`src/rtl/uart_block_tx.sv`:
```
// uart_block_tx: serialises one 128-bit block into 16 UART 8N1 frames on tx,
// most significant byte first, each byte LSB first, with no gap between frames.
module uart_block_tx #(
  parameter int CLOCK_SPEED    = 100000000,
  parameter int BAUD_RATE      = 9600,
  parameter int CLOCKS_PER_BIT = 10417
) (
  input  logic         clk,
  input  logic         rst,
  input  logic [127:0] data_in,
  input  logic         data_state,
  output logic         tx,
  output logic         busy,
  output logic         done
);
  typedef enum logic [1:0] {IDLE, START, DATA, STOP} state_t;
  localparam logic [15:0] LAST = 16'(CLOCKS_PER_BIT - 1);
  state_t       state, state_n;
  logic [15:0]  bit_cnt, bit_cnt_n;
  logic [2:0]   bit_idx, bit_idx_n;
  logic [3:0]   byte_idx, byte_idx_n;
  logic [127:0] shift, shift_n;
  logic         prev_state, tx_n, done_n, wrap;
  if (CLOCKS_PER_BIT < 2 || CLOCKS_PER_BIT > 65535 || CLOCK_SPEED <= 0 || BAUD_RATE <= 0) begin : g_bad_params
    $error("uart_block_tx: illegal parameter values");
  end
  always_ff @(posedge clk) begin
    if (rst) begin
      state      <= IDLE;
      bit_cnt    <= '0;
      bit_idx    <= '0;
      byte_idx   <= '0;
      shift      <= '0;
      prev_state <= 1'b1;
      tx         <= 1'b1;
      done       <= 1'b0;
    end else begin
      state      <= state_n;
      bit_cnt    <= bit_cnt_n;
      bit_idx    <= bit_idx_n;
      byte_idx   <= byte_idx_n;
      shift      <= shift_n;
      prev_state <= data_state;
      tx         <= tx_n;
      done       <= done_n;
    end
  end
  assign busy = state != IDLE;
  always_comb begin
    state_n    = state;
    bit_idx_n  = bit_idx;
    byte_idx_n = byte_idx;
    shift_n    = shift;
    done_n     = 1'b0;
    wrap       = bit_cnt == LAST;
    bit_cnt_n  = (state == IDLE || wrap) ? 16'd0 : bit_cnt + 16'd1;
    case (state)
      IDLE: if (data_state && !prev_state) begin
        shift_n    = data_in;
        byte_idx_n = 4'd0;
        state_n    = START;
      end
      START: if (wrap) begin
        bit_idx_n = 3'd0;
        state_n   = DATA;
      end
      DATA: if (wrap) begin
        bit_idx_n = bit_idx + 3'd1;
        if (bit_idx == 3'd7) state_n = STOP;
      end
      STOP: if (wrap) begin
        if (byte_idx == 4'd15) begin
          state_n = IDLE;
          done_n  = 1'b1;
        end else begin
          shift_n    = shift << 8;
          byte_idx_n = byte_idx + 4'd1;
          state_n    = START;
        end
      end
      default: state_n = IDLE;
    endcase
    // tx is registered from the next state so the line changes exactly on bit boundaries
    tx_n = state_n == START ? 1'b0 : state_n == DATA ? shift_n[{4'd15, bit_idx_n}] : 1'b1;
  end
endmodule
```
`config.mk`:
```
export PLATFORM = sky130hd
export DESIGN_NAME = uart_block_tx
export DESIGN_NICKNAME = d
export VERILOG_FILES = /design/src/rtl/uart_block_tx.sv
export SDC_FILE = /design/constraint.sdc
export NUM_CORES = 1
export LEC_CHECK = 0
export CAP_MARGIN = 20
export CORE_MARGIN = 2
export CORE_UTILIZATION = 52
export DETAILED_ROUTE_END_ITERATION = 10
export HOLD_SLACK_MARGIN = 0.12
export PLACE_DENSITY = 0.86
export SKIP_LAST_GASP = 1
export SYNTH_ARGS = -nofsm -noshare
export SYNTH_HDL_FRONTEND = slang
export SYNTH_SLANG_ARGS = --single-unit
```
`constraint.sdc`:
```
create_clock -name clk -period 4.1 [get_ports clk]
set_input_delay 0.82 -clock clk [delete_from_list [all_inputs] [get_ports clk]]
set_output_delay 0.82 -clock clk [all_outputs]
set_load 0.02 [all_outputs]
```
Word-level counts from Yosys, hierarchy flattened --
Cells that the tools add are included.
Cells by class: eq/ne operators 11, muxes and demuxes 23, reductions and logical operators 9, bitwise operators 2, add/subtract/negate cells 3, $lt $le $gt $ge 1
Operator list (count):
- two-way mux 128 bit | 3
- case mux 128 bit (2 select lines) | 1
- adder 16 x 1 -> 16 bit (second input constant) | 1
- equality test 16 x 14 -> 1 bit (second input constant) | 1
- two-way mux 4 bit | 3
- two-way mux 2 bit | 5
- < comparator 7 x 8 -> 1 bit (second input constant) | 1
- case mux 2 bit (4 select lines) | 1
- case mux 4 bit (2 select lines) | 1
- equality test 2 bit (second input constant) | 3
- two-way mux 3 bit | 2
- case mux 3 bit (2 select lines) | 1
- two-way mux 1 bit | 5
- adder 4 x 1 -> 4 bit (second input constant) | 1
- equality test 2 x 1 -> 1 bit (second input constant) | 2
- equality test 4 bit (second input constant) | 1
- inequality test 2 bit (second input constant) | 2
- AND reduction 4 bit | 1
- nonzero test 2 bit | 2
- adder 3 x 1 -> 3 bit (second input constant) | 1
- binary-select mux 1 bit (select 3 bit) | 1
- equality test 3 bit (second input constant) | 1
- OR reduction 3 bit | 1
- zero test 2 bit | 1
- 6 further kinds | 7
Word-level totals: bits in registers 156, word-level logic and storage cells 58, input port bits 131, output and inout port bits 3

Logic depth before layout (Yosys ltp) --
Gate-level depths: netlist (run 1).
word-level depth 8, gate-level depth with buffers 13, depth with buffers taken out 12

Worst setup path after synthesis (run 1) --
No wires, ideal clock.
path type register -> register, from register bit_cnt[2], to register tx, arrival time 2.921 ns, path buffers 1, setup slack 1.056 ns, library setup time 0.124 ns, period minus slack after synthesis 3.044 ns, stages on the path, launching flop included 12, required time 3.976 ns, cells stage by stage dfxtp_1 > or4b_4 > nor4_4 > inv_4 > clkbuf_1 > ha_1 > nand2b_1 > a31o_2 > and3b_1 > a22oi_1 > a211oi_1 > nor3_1
Between the ends: longest elaborated chain between the ends 7, elaborated cells between the ends (all ways) 16, those cells by class 3 x eq/ne; 13 x mux
Ends and longest elaborated chain:
- start, declared | RTL line 19 | logic [15:0] bit_cnt, bit_cnt_n;
- start signal, assigned | RTL line 39 | bit_cnt <= bit_cnt_n;
- equality test 16 x 14 -> 1 bit (*) | RTL line 55 | wrap = bit_cnt == LAST;
- two-way mux 128 bit, or another cell as far along | RTL line 71 | STOP: if (wrap) begin
- case mux 128 bit (2 select lines) or case mux 3 bit (2 select lines) (tied branches) | RTL line 57 | case (state)
- binary-select mux 1 bit (select 3 bit) | RTL line 84 | tx_n = state_n == START ? 1'b0 : state_n == DATA ? shift_n[{4'd15, bit_idx_n}] : 1'b1;
- two-way mux 1 bit (implied by the code) | RTL line 84
- two-way mux 1 bit | RTL line 84
- two-way mux 1 bit (*) | RTL line 84
- end signal, assigned | RTL line 44 | tx <= tx_n;
- end, declared | RTL line 12 | output logic tx,
Every way passes the cells marked *; elsewhere a longest branch is shown, timed or not. The select of a mux whose other input is x is not followed. A chain may end at the register's enable or synchronous reset.

Final worst setup path (run 1) --
Same ends and word-level chain as after synthesis.

==> results of run 1 <==
## cells in the mapped netlist (2+ instances only)
cell	n	area [um^2]
a211oi_1	4	30.0
a21boi_0	2	15.0
a21o_1	2	15.0
a21oi_1	13	65.1
a222oi_1	8	80.1
a22o_1	112	981
a22oi_1	117	878
and3_1	6	37.5
buf_1	5	18.8
buf_2	11	55.1
clkbuf_1	57	214
dfxtp_1	156	3120
ha_1	10	125
inv_1	8	30.0
nand2_1	21	78.8
nand2b_1	3	18.8
nand3_1	15	75.1
nand4_1	2	12.5
nor2_1	151	567
nor3_1	5	25.0
o211ai_1	2	15.0
o21ai_0	5	25.0
o21bai_1	8	60.1
o31a_1	8	70.1
or2_2	3	18.8
or3_1	2	12.5
or3b_2	2	17.5
xnor2_1	5	43.8
xor2_1	9	78.8
## registers in the layout (all words and copies together), names as in the netlist
| signal | count |
|---|---|
| shift | 128 |
| bit_cnt | 16 |
| byte_idx | 4 |
| bit_idx | 3 |
| state | 2 |
| done | 1 |
| prev_state | 1 |
| tx | 1 |
## stage by stage
step                      instance area, um^2  hold slack [ns]
final                                    8930            0.451
after global routing                     8930            0.478
after CTS                                8930            0.452
after detailed placement                 8320            0.445
after global placement                   8320            0.438
after floorplan                          6960            0.432
## how the worst min path moves through the flow
stage                        start  endpoint  slack (ns)  cells after the start
after floorplan           shift[0]  shift[0]        0.43                      2
after global placement    shift[4]  shift[4]        0.44                      2
after detailed placement  shift[4]  shift[4]        0.44                      2
after CTS                 shift[4]  shift[4]        0.45                      2
after global routing      shift[4]  shift[4]        0.48                      2
final                     shift[4]  shift[4]        0.45                      2
## metal layers
metal | share of wire | global-route usage | wire length [um] | vias to the layer above
li1 | - | - | - | 3039
met1 | 0.43 | 0.352 | 8160 | 3062
met2 | 0.48 | 0.423 | 9030 | 259
met3 | 0.065 | 0.0580 | 1230 | 32
met4 | 0.018 | 0.0860 | 341 | 0
met5 | 0 | 0 | 0 | -
## power breakdown
part	internal [uW]	switching [uW]	leakage, uW	total [uW]
Sequential	1540	18.3	0.00126	1560
Clock	977	622	0.000296	1600
Combinational	206	287	0.00168	492
Total	2730	927	0.00323	3650
## worst register-to-register path, stage by stage (launching register included)
cell and delay, ns:
dfxtp_1 0.35, or4b_4 0.57, nor4_4 0.59, inv_4 0.24
ha_1 0.33, nand2b_1 0.13, a31o_2 0.28, and3b_1 0.25
a22oi_1 0.10, a211oi_1 0.25, nor3_1 0.09
## logic make-up (layout without fill, tap and decap cells)
family | after synthesis | after routing | share of synthesized area
flops | 156 | 156 | 0.449
buf+inv | 84 | 182 | 0.0492
compound gates | 286 | 286 | 0.327
xor+xnor | 14 | 14 | 0.0176
simple gates | 219 | 219 | 0.138
mux | 1 | 1 | 0.00144
fa+ha+maj | 10 | 10 | 0.0180
## layout make-up
type / count / area [um^2]
fill: 1021 / 4210
multi-input combinational: 530 / 3530
sequential: 156 / 3120
timing repair buffer: 141 / 1410
clock buffer: 23 / 498
tap: 176 / 220
clock inverter: 9 / 108
inverter: 9 / 36.3
==> results.sh, run 1 <==
export IMPL_cp_start_kind="flop"
export IMPL_p_leak_uw=0.00323
export IMPL_async_flop_share=0
export IMPL_pin_count=134
export IMPL_period_share=0.804
export IMPL_wire_per_inst_um=18.0
export IMPL_cpMaxStageDelayCell="nor4_4"
export IMPL_slowest_delay_ns=0.59
export IMPL_htree_levels=4
export IMPL_cts_root_buffer_cell="clkbuf_16"
export IMPL_post_cts_buffers=0
export IMPL_yosysWarnings=0
export IMPL_crit_type="reg -> reg"
export IMPL_cts_sinks=156
export IMPL_vias=6392
export IMPL_cts_made_buffers=17
export IMPL_rsz0062_at_grt="false"
export IMPL_final_antenna_net_count=0
export IMPL_worstMarginPinSlew_ns=0.943
export IMPL_cts_resized=0
export IMPL_path_clk_slew_ns=0.06
export IMPL_synthDistinctLibCells=47
export IMPL_num_antenna_cells=0
export IMPL_synth_seq_cells=156
export IMPL_layout_common_cells="dfxtp_1 (156), nor2_1 (149), clkdlybuf4s50_1 (132)"
export IMPL_ys_seq_area_frac=0.449
export IMPL_grt_max_degree=113
export IMPL_dpl_hpwl_mm=11.6
export IMPL_mostFrequentLayoutCell="dfxtp_1"
export IMPL_ff2ff_path_depth=10
export IMPL_rows=42
export IMPL_pre_cts_slack_ns=0.843
export IMPL_synth_edff_count=0
export IMPL_drive_gt1_frac=0.0634
export IMPL_min_period_ns=3.30
export IMPL_die_h_um=120
export IMPL_nets=996
export IMPL_die_area_um2=14300
export IMPL_setup_viol_count_final=0
export IMPL_grt_pass1_wl_mm=30.2
export IMPL_drc=0
export IMPL_finalWorstSetupSlack_ns=0.802
export IMPL_drtIter0Drc=788
export IMPL_dp_cells=1012
export IMPL_stdcell_count=1044
export IMPL_finClkSkew_ns=0.00757
export IMPL_crit_end="tx"
export IMPL_hp_class="reg -> reg"
export IMPL_relSlewSlack=0.371
export IMPL_overflow=0
export IMPL_timing_rr_start="bit_cnt[2]"
export IMPL_status="completed"
export IMPL_fmax_mhz=303
export IMPL_worst_path_buf_inv=1
export IMPL_r2r_setup_slack_ns=0.80
export IMPL_fp_dieW_um=120
export IMPL_via_per_inst=6.12
export IMPL_hold_violations=0
export IMPL_ir_worst_vdd_uv=308
export IMPL_maxSlewViolCount=0
export IMPL_synthFlopType="dfxtp_1"
export IMPL_reg2reg_to="tx"
export IMPL_grt_pass1_vias=6006
export IMPL_crit_family="simple AND/OR/NAND/NOR gates"
export IMPL_crit_required_ns=4.40
export IMPL_grtUsageTotal=0.263
export IMPL_routed_wl_mm=18.8
export IMPL_cp_num_cells=10
export IMPL_endpoint_kind="flop"
export IMPL_cts_tree="built"
export IMPL_antenna_found_initial=0
export IMPL_drv_cap=0
export IMPL_synth_avg_cell_area_um2=9.04
export IMPL_finalSetupTns_ns=0
export IMPL_initial_core_util=0.530
export IMPL_cp_max_fo=25
export IMPL_syn_nets=911
export IMPL_netlist_area_um2=6960
export IMPL_place_congestion=0.825
export IMPL_core_um2=13100
export IMPL_powerDensity_nw_per_um2=409
export IMPL_arrival_ns=3.60
export IMPL_p_total_uw=3650
export IMPL_synthesis_instances=770
export IMPL_clkLatencyLatePin_ns=0.42
export IMPL_utilization=0.680
export IMPL_postCtsHoldBufs=0
export IMPL_cts_buffer_depth=2
export IMPL_path_cells="or4b_4 > nor4_4 > inv_4 > ha_1 > nand2b_1 > a31o_2 > and3b_1 > a22oi_1 > a211oi_1 > nor3_1"
export IMPL_syn2layout_area_growth_pct=28.3
export IMPL_crit_start="bit_cnt[2]"
export IMPL_io_buffers=133
export IMPL_drt_pass1_iterations=5
(Power assumes the default switching activity.)
==> run 2, diff against run 1 <==
- clock period: 4.1 -> 3.3 ns (I/O delays scaled with it)
==> results.sh, run 2 (synthesized netlist as in run 1, its figures left out) <==
export IMPL_drt_met1_wl_mm=8.16
export IMPL_nets=1000
export IMPL_vias=6428
export IMPL_highest_layer="met4"
export IMPL_num_antenna_cells=0
export IMPL_clkPwrFrac=0.443
export IMPL_reg_top3="shift: 128 flops, bit_cnt: 16 flops, byte_idx: 4 flops"
export IMPL_cpMaxStageDelayCell="or4b_4"
export IMPL_powerDensity_nw_per_um2=512
export IMPL_finalSetupTns_ns=0
export IMPL_p_leak_uw=0.00327
export IMPL_core_um2=13100
export IMPL_rows=42
export IMPL_switching_share=0.250
export IMPL_cts_sinks=156
export IMPL_drt_pass1_iterations=5
export IMPL_wl_met2_mm=9.15
export IMPL_n_fill_cell=1064
export IMPL_setup_viol_count_final=0
export IMPL_fp_dieW_um=120
export IMPL_die_h_um=120
export IMPL_r2r_setup_slack_ns=0.36
export IMPL_overflow=0
export IMPL_grt_max_degree=88
export IMPL_largest_register_ff_count=128
export IMPL_drive_gt1_frac=0.0665
export IMPL_syn2layout_area_growth_pct=29.2
export IMPL_stdcell_count=1048
export IMPL_arrival_ns=3.25
export IMPL_place_congestion=0.860
export IMPL_slowest_delay_ns=0.56
export IMPL_hp_start="shift[7]"
export IMPL_cp_max_fo=17
export IMPL_min_delay_path_depth=2
export IMPL_via_per_inst=6.13
export IMPL_layout_common_cells="dfxtp_1 (156), nor2_1 (149), clkdlybuf4s50_1 (132)"
export IMPL_io_buffers=133
export IMPL_ir_worst_vdd_uv=412
export IMPL_hp_class="reg -> reg"
export IMPL_utilization=0.685
export IMPL_design_area_um2=9000
export IMPL_dp_cells=1016
export IMPL_combPwrFrac=0.136
export IMPL_hold_violations=0
export IMPL_drc=0
export IMPL_finClkSkew_ns=0.00774
export IMPL_mostFrequentLayoutCell="dfxtp_1"
export IMPL_post_cts_buffers=0
export IMPL_placed_area_um2=8380
export IMPL_status="completed"
export IMPL_crit_family="compound AO/OA/AOI/OAI gates"
export IMPL_antenna_found_initial=0
export IMPL_routed_wl_mm=18.7
export IMPL_grt_pass1_vias=5844
export IMPL_path_cells="or4b_4 > nor4_4 > inv_4 > buf_4 > o31a_1 > a222oi_1 > a22oi_1 > a211oi_1 > nor3_1"
export IMPL_final_antenna_net_count=0
export IMPL_worst_path_buf_inv=2
export IMPL_cp_num_cells=9
export IMPL_relSlewSlack=0.391
export IMPL_ff2ff_path_depth=9
export IMPL_cts_tree="built"
export IMPL_timing_rr_start="bit_cnt[2]"
export IMPL_min_period_ns=2.94
export IMPL_endpoint_kind="flop"
export IMPL_grtUsageTotal=0.256
export IMPL_met3_length_mm=1.20
export IMPL_internal_power_uw=3460
export IMPL_cts_root_buffer_cell="clkbuf_16"
export IMPL_worstMarginPinSlew_ns=0.913
export IMPL_reg2reg_to="tx"
export IMPL_path_clk_slew_ns=0.06
export IMPL_wire_per_inst_um=17.8
export IMPL_drtIter0Drc=675
export IMPL_crit_required_ns=3.61
export IMPL_clkLatencyLatePin_ns=0.43
export IMPL_fmax_mhz=340
export IMPL_pin_count=134
export IMPL_cts_buffer_depth=2
export IMPL_cp_start_kind="flop"
export IMPL_crit_type="reg -> reg"
export IMPL_cts_made_buffers=17
export IMPL_cts_resized=0
export IMPL_period_share=0.892
export IMPL_min_to="shift[7]"
export IMPL_p_switching_uw=1150
export IMPL_htree_levels=4
export IMPL_rsz0062_at_grt="false"
export IMPL_seqPwrFrac=0.421
export IMPL_regMostFlops="shift"
export IMPL_dpl_hpwl_mm=11.7
export IMPL_initial_core_util=0.530
export IMPL_grt_pass1_wl_mm=29.4
export IMPL_die_area_um2=14300
export IMPL_maxSlewViolCount=0
export IMPL_drv_cap=0
export IMPL_postCtsHoldBufs=0
[run 2: worst max path at each step]
stage,to,slack [ns],start
2_1_floorplan,tx,0.26,bit_cnt[2]
3_3_place_gp,tx,0.46,bit_cnt[2]
3_5_place_dp,tx,0.40,bit_cnt[2]
4_1_cts,tx,0.38,bit_cnt[2]
5_1_grt,tx,0.21,bit_cnt[2]
6_report,tx,0.36,bit_cnt[2]
[run 2: tightest hold or removal path, stage by stage (launching register included)]
cell,delay (ns)
dfxtp_1,0.31
nand2_1,0.05
a21oi_1,0.05
[run 2: power by group through the flow]
stage          Combinational [uW]  Sequential, uW  Clock (uW)
6_report                      629            1940        2040
3_5_place_dp                  618            1980           0
2_1_floorplan                 347            1980           0
4_1_cts                       622            1940        2060
3_3_place_gp                  617            1980           0
5_1_grt                       673            1940        2140
[run 2: final cells by class]
type,count,area [um^2],area share
tap,176,220,0.0245
clock inverter,9,131,0.0146
clock buffer,23,488,0.0542
sequential,156,3120,0.347
multi-input combinational,530,3530,0.392
timing repair buffer,145,1470,0.163
inverter,9,36.3,0.00403
[run 2: per-stage QoR]
step                total power, uW  hold WS (ns)  worst slack [ns]
global route                   4760         0.476             0.206
global placement               2600         0.439             0.463
finish                         4610         0.455             0.358
floorplan                      2320         0.432             0.256
CTS                            4620         0.456             0.383
detailed placement             2600         0.447             0.405
[run 2: per-layer routing]
layer / track usage / vias to the layer above
met3: 0.0523 / 17
met4: 0.0787 / 0
met5: 0 / -
li1: - / 3057
met1: 0.345 / 3097
met2: 0.413 / 257
